==> config.mk <==
export PLATFORM = sky130hd
export DESIGN_NAME = hazard_stall_unit
export DESIGN_NICKNAME = d
export VERILOG_FILES = /design/src/rtl/hazard_stall_unit.sv
export SDC_FILE = /design/constraint.sdc
export NUM_CORES = 1
export LEC_CHECK = 0
export CORE_AREA = 2 2 54 56
export DETAILED_ROUTE_END_ITERATION = 8
export DIE_AREA = 0 0 56 58
export PLACE_DENSITY_LB_ADDON = 0.08
export SKIP_CTS_REPAIR_TIMING = 1
export SLEW_MARGIN = 20
export SYNTH_ARGS = -nofsm -noshare
export SYNTH_HDL_FRONTEND = slang
export SYNTH_SLANG_ARGS = --single-unit
export TNS_END_PERCENT = 20
==> constraint.sdc <==
create_clock -name clk -period 5.5 [get_ports clk]
set_clock_uncertainty 0.15 [all_clocks]
set_input_delay 1.1 -clock clk [delete_from_list [all_inputs] [get_ports clk]]
set_output_delay 1.1 -clock clk [all_outputs]
set_load 0.01 [all_outputs]
==> src/rtl/hazard_stall_unit.sv <==
// Hazard/stall controller for the KGP-RISC pipeline: load-use stalls with a
// configurable load latency, branch flushes, dmem busy freeze and a stall counter.
module hazard_stall_unit #(
  parameter int REG_AW      = 5,
  parameter int LOAD_LAT    = 1,
  parameter int ZERO_EXEMPT = 1,
  parameter int STORE_FWD   = 1,
  parameter int CNT_W       = 16
) (
  input  logic              clk,
  input  logic              rst_n,
  input  logic              id_ex_readdmem,
  input  logic [REG_AW-1:0] id_ex_rt,
  input  logic [REG_AW-1:0] rs,
  input  logic [REG_AW-1:0] rt,
  input  logic              writedmem,
  input  logic              ex_branch_taken,
  input  logic              dmem_busy,
  output logic              stall,
  output logic              pc_write,
  output logic              if_id_write,
  output logic              if_id_flush,
  output logic              id_ex_flush,
  output logic [CNT_W-1:0]  stall_count
);

  typedef enum logic [0:0] {
    IDLE      = 1'b0,
    LOAD_WAIT = 1'b1
  } state_t;

  // The hazard cycle itself is the first stall, so the wait covers the rest.
  localparam logic [3:0]       WAIT_INIT = 4'(LOAD_LAT - 1);
  localparam logic [CNT_W-1:0] CNT_MAX   = {CNT_W{1'b1}};

  state_t             state_r, state_nxt_s;
  logic [3:0]         wcnt_r, wcnt_nxt_s;
  logic [CNT_W-1:0]   stall_count_r;
  logic               exempt_s, match_rs_s, match_rt_s, hz_s;
  logic               stall_s, pc_write_s, if_id_write_s, if_id_flush_s, id_ex_flush_s;

  assign exempt_s   = (ZERO_EXEMPT != 0) && (id_ex_rt == {REG_AW{1'b0}});
  assign match_rs_s = (id_ex_rt == rs) && !exempt_s;
  // Store data can be forwarded late, so an rt-only match on a store is harmless.
  assign match_rt_s = (id_ex_rt == rt) && !exempt_s && !((STORE_FWD != 0) && writedmem);
  assign hz_s       = id_ex_readdmem && (match_rs_s || match_rt_s);

  // Next-state and pipeline control; priority is reset, busy, branch, then stall.
  always_comb begin
    state_nxt_s   = state_r;
    wcnt_nxt_s    = wcnt_r;
    stall_s       = 1'b0;
    pc_write_s    = 1'b1;
    if_id_write_s = 1'b1;
    if_id_flush_s = 1'b0;
    id_ex_flush_s = 1'b0;
    if (!rst_n) begin
      state_nxt_s = IDLE;
      wcnt_nxt_s  = 4'd0;
    end else if (dmem_busy) begin
      pc_write_s    = 1'b0;
      if_id_write_s = 1'b0;
    end else if (ex_branch_taken) begin
      if_id_flush_s = 1'b1;
      id_ex_flush_s = 1'b1;
      state_nxt_s   = IDLE;
      wcnt_nxt_s    = 4'd0;
    end else begin
      case (state_r)
        IDLE: begin
          if (hz_s) begin
            stall_s       = 1'b1;
            pc_write_s    = 1'b0;
            if_id_write_s = 1'b0;
            if (LOAD_LAT > 1) begin
              state_nxt_s = LOAD_WAIT;
              wcnt_nxt_s  = WAIT_INIT;
            end else begin
              state_nxt_s = IDLE;
            end
          end else begin
            state_nxt_s = IDLE;
          end
        end
        LOAD_WAIT: begin
          stall_s       = 1'b1;
          pc_write_s    = 1'b0;
          if_id_write_s = 1'b0;
          if (wcnt_r == 4'd1) begin
            state_nxt_s = IDLE;
            wcnt_nxt_s  = 4'd0;
          end else begin
            wcnt_nxt_s  = wcnt_r - 4'd1;
          end
        end
        default: begin
          state_nxt_s = IDLE;
          wcnt_nxt_s  = 4'd0;
        end
      endcase
    end
  end

  // State, wait counter and saturating stall counter.
  always_ff @(posedge clk) begin
    if (!rst_n) begin
      state_r       <= IDLE;
      wcnt_r        <= 4'd0;
      stall_count_r <= {CNT_W{1'b0}};
    end else begin
      state_r <= state_nxt_s;
      wcnt_r  <= wcnt_nxt_s;
      if (stall_s && (stall_count_r != CNT_MAX)) begin
        stall_count_r <= stall_count_r + CNT_W'(1'b1);
      end
    end
  end

  assign stall       = stall_s;
  assign pc_write    = pc_write_s;
  assign if_id_write = if_id_write_s;
  assign if_id_flush = if_id_flush_s;
  assign id_ex_flush = id_ex_flush_s;
  assign stall_count = stall_count_r;

endmodule

# ---- After elaboration in Yosys (flattened, before gate mapping)
# Cells that the tools add are included.
dict set report classes {
  muxes 19
  n_reduce_logical 11
  n_eq_ne 4
  n_bitwise 2
  add_sub_neg 2
}
# op count
set ops {}
lappend ops {{16-bit by 1-bit adder with 16-bit output, second input constant} 1}
lappend ops {{16-bit inequality test, second input constant} 1}
lappend ops {{1-bit 2-to-1 mux} 13}
lappend ops {{4-bit 2-to-1 mux} 3}
lappend ops {{5-bit == test} 2}
lappend ops {{1-bit one-hot mux with 2 select lines} 3}
lappend ops {{1-bit logical AND} 5}
lappend ops {{5-bit logical NOT} 1}
lappend ops {{4-bit by 1-bit == test with 1-bit output, second input constant} 1}
lappend ops {{4-bit by 1-bit subtractor with 4-bit output, second input constant} 1}
lappend ops {{1-bit logical NOT} 2}
lappend ops {{1-bit NOT} 2}
lappend ops {{2-bit AND reduction} 1}
lappend ops {{2-bit nonzero test} 1}
lappend ops {{1-bit logical OR} 1}
dict set report word_totals {
  inputBits 21
  ff_bits 21
  wordCells 41
}

# ---- Depth between registers and ports, before layout
dict set report logic_depth {
  word_depth 12
  depth_mapped 8
  mapped_depth_nobuf 7
}

# ---- Worst setup path after synthesis
# OpenSTA, ideal clock, no wires.
dict set report synth_path {
  path_type {input to output}
  from {input id_ex_rt[1]}
  to {output pc_write}
  cell_stages 6
  required_time_ps 4250
  path_buffers 1
  arrival_ps 2477
  setup_slack_ps 1773
  cell_sequence {or4_1 -> o21ai_0 -> or2_2 -> a21oi_1 -> o21ai_0 -> buf_4}
}
dict set report synth_via {
  elab_chain_len 11
}
# item line
set synth_lines {}
lappend synth_lines {{from (decl)} 13} ;# input logic [REG_AW-1:0] id_ex_rt,
lappend synth_lines {{5-bit logical NOT} 42} ;# assign exempt_s = (ZERO_EXEMPT != 0) && (id_ex_rt == {REG_AW{1'b0}});
lappend synth_lines {{1-bit logical NOT} {43, 45}}
lappend synth_lines {{1-bit logical AND (2 in a row)} 45} ;# assign match_rt_s = (id_ex_rt == rt) && !exempt_s && !((STORE_FWD != 0) && writedmem);
lappend synth_lines {{1-bit logical OR *} 46} ;# assign hz_s = id_ex_readdmem && (match_rs_s || match_rt_s);
lappend synth_lines {{1-bit logical AND *} 46}
lappend synth_lines {{1-bit 2-to-1 mux *} n/a}
lappend synth_lines {{1-bit one-hot mux with 2 select lines *} n/a}
lappend synth_lines {{1-bit 2-to-1 mux * (3 in a row)} n/a}
lappend synth_lines {{to (decl)} 20} ;# output logic pc_write,
# Every way passes the cells marked *; elsewhere a longest branch is shown, timed or not.

# ---- Worst setup path in the final report
dict set report layout_path {
  from {input rst_n}
  to {output stall}
}
dict set report layout_via {
  elab_chain_len 1
}
# item line
set layout_lines {}
lappend layout_lines {{from (decl)} 11} ;# input logic rst_n,
lappend layout_lines {{1-bit 2-to-1 mux} 57} ;# if (!rst_n) begin
lappend layout_lines {{to (decl)} 19} ;# output logic stall,
# Every way passes these cells.

==> results.json <==
{
  "synth_top_area_cell": "dfxtp_1",
  "async_flop_share": 0,
  "clk_latency_ns": 0.30,
  "finalHoldViolations": 0,
  "clockRootBuffer": "clkbuf_4",
  "cts_made_buffers": 3,
  "grt_first_pass_wirelength_um": 4878,
  "yosys-top-cells-area": "dfxtp_1 (34%), xnor2_1 (6.4%), a21oi_1 (4.8%)",
  "setup_viol": 0,
  "crit_type": "input pin to output pin",
  "cts.reportedPaths.clkPinSlew_ns": 0.11,
  "vias": 1273,
  "diodes": 0,
  "drc": 0,
  "dp_cells": 218,
  "outcome": "finished, final reports clean",
  "setup_tns_ns": 0,
  "rows": 19,
  "grt.total_usage": 0.1798,
  "hp-class": "register to register",
  "cp_max_fo": 15,
  "antenna_found_initial": 0,
  "place_ws_ns": 0.7449,
  "ant_nets": 0,
  "drive_gt1_frac": 0.04712,
  "tritoncts": "built",
  "die_area_um2": 3248,
  "fp.dieH_um": 58,
  "final_area_um2": 1678,
  "power_density_nw_per_um2": 161.4,
  "synth_ff_type": "dfxtp_1",
  "port_buffers": 41,
  "htree_num_levels": 1,
  "syn_to_final_growth_pct": 35.45,
  "period_minus_slack_ns": 4.768,
  "drv_slew": 0,
  "start_util": 0.4652,
  "rsz0062_at_grt": "false",
  "synthCells": 153,
  "drt_iter0_drc": 31,
  "syn-cell-area_um2": 1239,
  "dr.pass1.iters": 4,
  "syn_avg_cell_area_um2": 8.096,
  "max_cap_viol_count": 0,
  "fillers": 237,
  "worstMarginPinSlew_ns": 0.4357,
  "startpoint_type": "input pin",
  "clockBufferDepth": 2,
  "yosysSeqAreaShare": 0.3394,
  "synth-warning-count": 0,
  "die_w_um": 56,
  "fin_crit_sh": 0.8670,
  "synth-seq-cells": 21,
  "io_pins": 42,
  "yosysMostFrequentCell": "dfxtp_1",
  "slew_headroom": 0.7086,
  "required_ns": 4.25,
  "hpwlAfterDp_um": 2126,
  "total_power_uw": 270.8,
  "fmax_mhz": 209.7,
  "vdd_drop_max_mv": 0.1355,
  "synth_nets": 177,
  "synth_commonest_cells": "dfxtp_1 (21), nand2_1 (14), a21oi_1 (12), xnor2_1 (9)",
  "synth_edf_count": 0,
  "layoutNonFillerInstCount": 222,
  "wl_um": 2811,
  "synth_top_area_share": 0.3394,
  "cp-end-kind": "output pin",
  "leakage_nw": 0.5550,
  "setup_ws_ns": 0.7317,
  "postPlaceCellArea_um2": 1650,
  "critical_path_arrival_ns": 3.52,
  "yosys.cell_types.count": 38,
  "core_um2": 2663,
  "grt_max_degree": 24,
  "nets": 216,
  "grt_pass1_vias": 1136,
  "avgViaCountPerCell": 5.734,
  "wire_per_inst_um": 12.66,
  "place_congestion": 0.7316,
  "clkSinkCount": 21,
  "grt_overflow_total": 0
}
-- placed cells by master, fill, tap and decap left out, types with 4 or more instances in the layout --
cell type	netlist	layout
clkdlybuf4s50_1	0	41
and3_1	5	5
nor3_1	5	5
mux2i_1	4	4
a21oi_1	12	12
nand3_1	6	6
nor2_1	7	7
o21ai_0	6	6
xnor2_1	9	9
o31ai_1	8	8
inv_1	8	8
dfxtp_1	21	21
nand2_1	14	14
or4_1	7	7
-- metrics by stage --
step / util / hold WS, ns
detailed placement: 0.6198 / 0.3232
global placement: 0.6198 / 0.3184
floorplan: - / 0.2948
CTS: 0.6302 / 0.3434
global route: 0.6302 / 0.3758
finish: 0.6302 / 0.3436
-- kinds of logic (layout without fill, tap and decap cells) --
logic type / count (synthesis) / count (layout) / share of synthesized area
XOR/XNOR: 10 / 10 / 0.07071
buffers and inverters: 17 / 55 / 0.06362
adder cells (fa/ha/maj): 3 / 3 / 0.03031
multiplexers: 4 / 4 / 0.03232
AND/OR/NAND/NOR: 59 / 59 / 0.2576
flip-flops: 21 / 21 / 0.3394
AO/OA/AOI/OAI: 39 / 39 / 0.2061
-- layout make-up --
class,count,area (µm²),share of cell area
timing repair buffer,42,417.9,0.2491
clock inverter,1,5.005,0.002983
clock buffer,3,22.52,0.01342
tap,31,38.79,0.02312
sequential,21,420.4,0.2506
multi-input combinational,115,739.5,0.4407
inverter,9,33.78,0.02013
-- critical path, cell delays in order --
cell and delay (ns):
clkdlybuf4s50_1 0.74, inv_2 0.22, or3_1 0.36, or2_2 0.28, o31a_1 0.11, inv_1 0.14, clkdlybuf4s50_1 0.56
-- metal layers --
| layer | routed length [µm] | up-vias | track usage |
|---|---|---|---|
| li1 | - | 644 | - |
| met1 | 1283 | 590 | 0.2309 |
| met5 | 0 | - | 0 |
| met4 | 14 | 0 | 0.05102 |
| met3 | 133 | 2 | 0.03795 |
| met2 | 1379 | 37 | 0.3076 |
-- flip-flops by register name (all words and copies together) (netlist names) --
register / count
stall_count: 16
state_r: 1
wcnt_r: 4
-- power breakdown --
part           switching, mW  total (mW)  leakage [nW]  internal (mW)
clock                 0.0469      0.0740        0.0177         0.0271
sequential           0.00139       0.155         0.169          0.154
combinational         0.0171      0.0418         0.368         0.0246
total                 0.0655       0.271         0.555          0.205
-- path summary, 6_finish.rpt --
check	startpoint	to	slack, ns	cells past startpoint
hold / removal	state_r$_SDFFE_PN0N_	state_r$_SDFFE_PN0N_	0.34	2
setup reg to reg	stall_count[5]$_SDFFE_PN0P_	stall_count[8]$_SDFFE_PN0P_	3.42	6
hold reg to reg	state_r$_SDFFE_PN0N_	state_r$_SDFFE_PN0N_	0.34	2
setup / recovery	rst_n	stall	0.73	7
No activity file was read; power rests on OpenSTA's default activity.
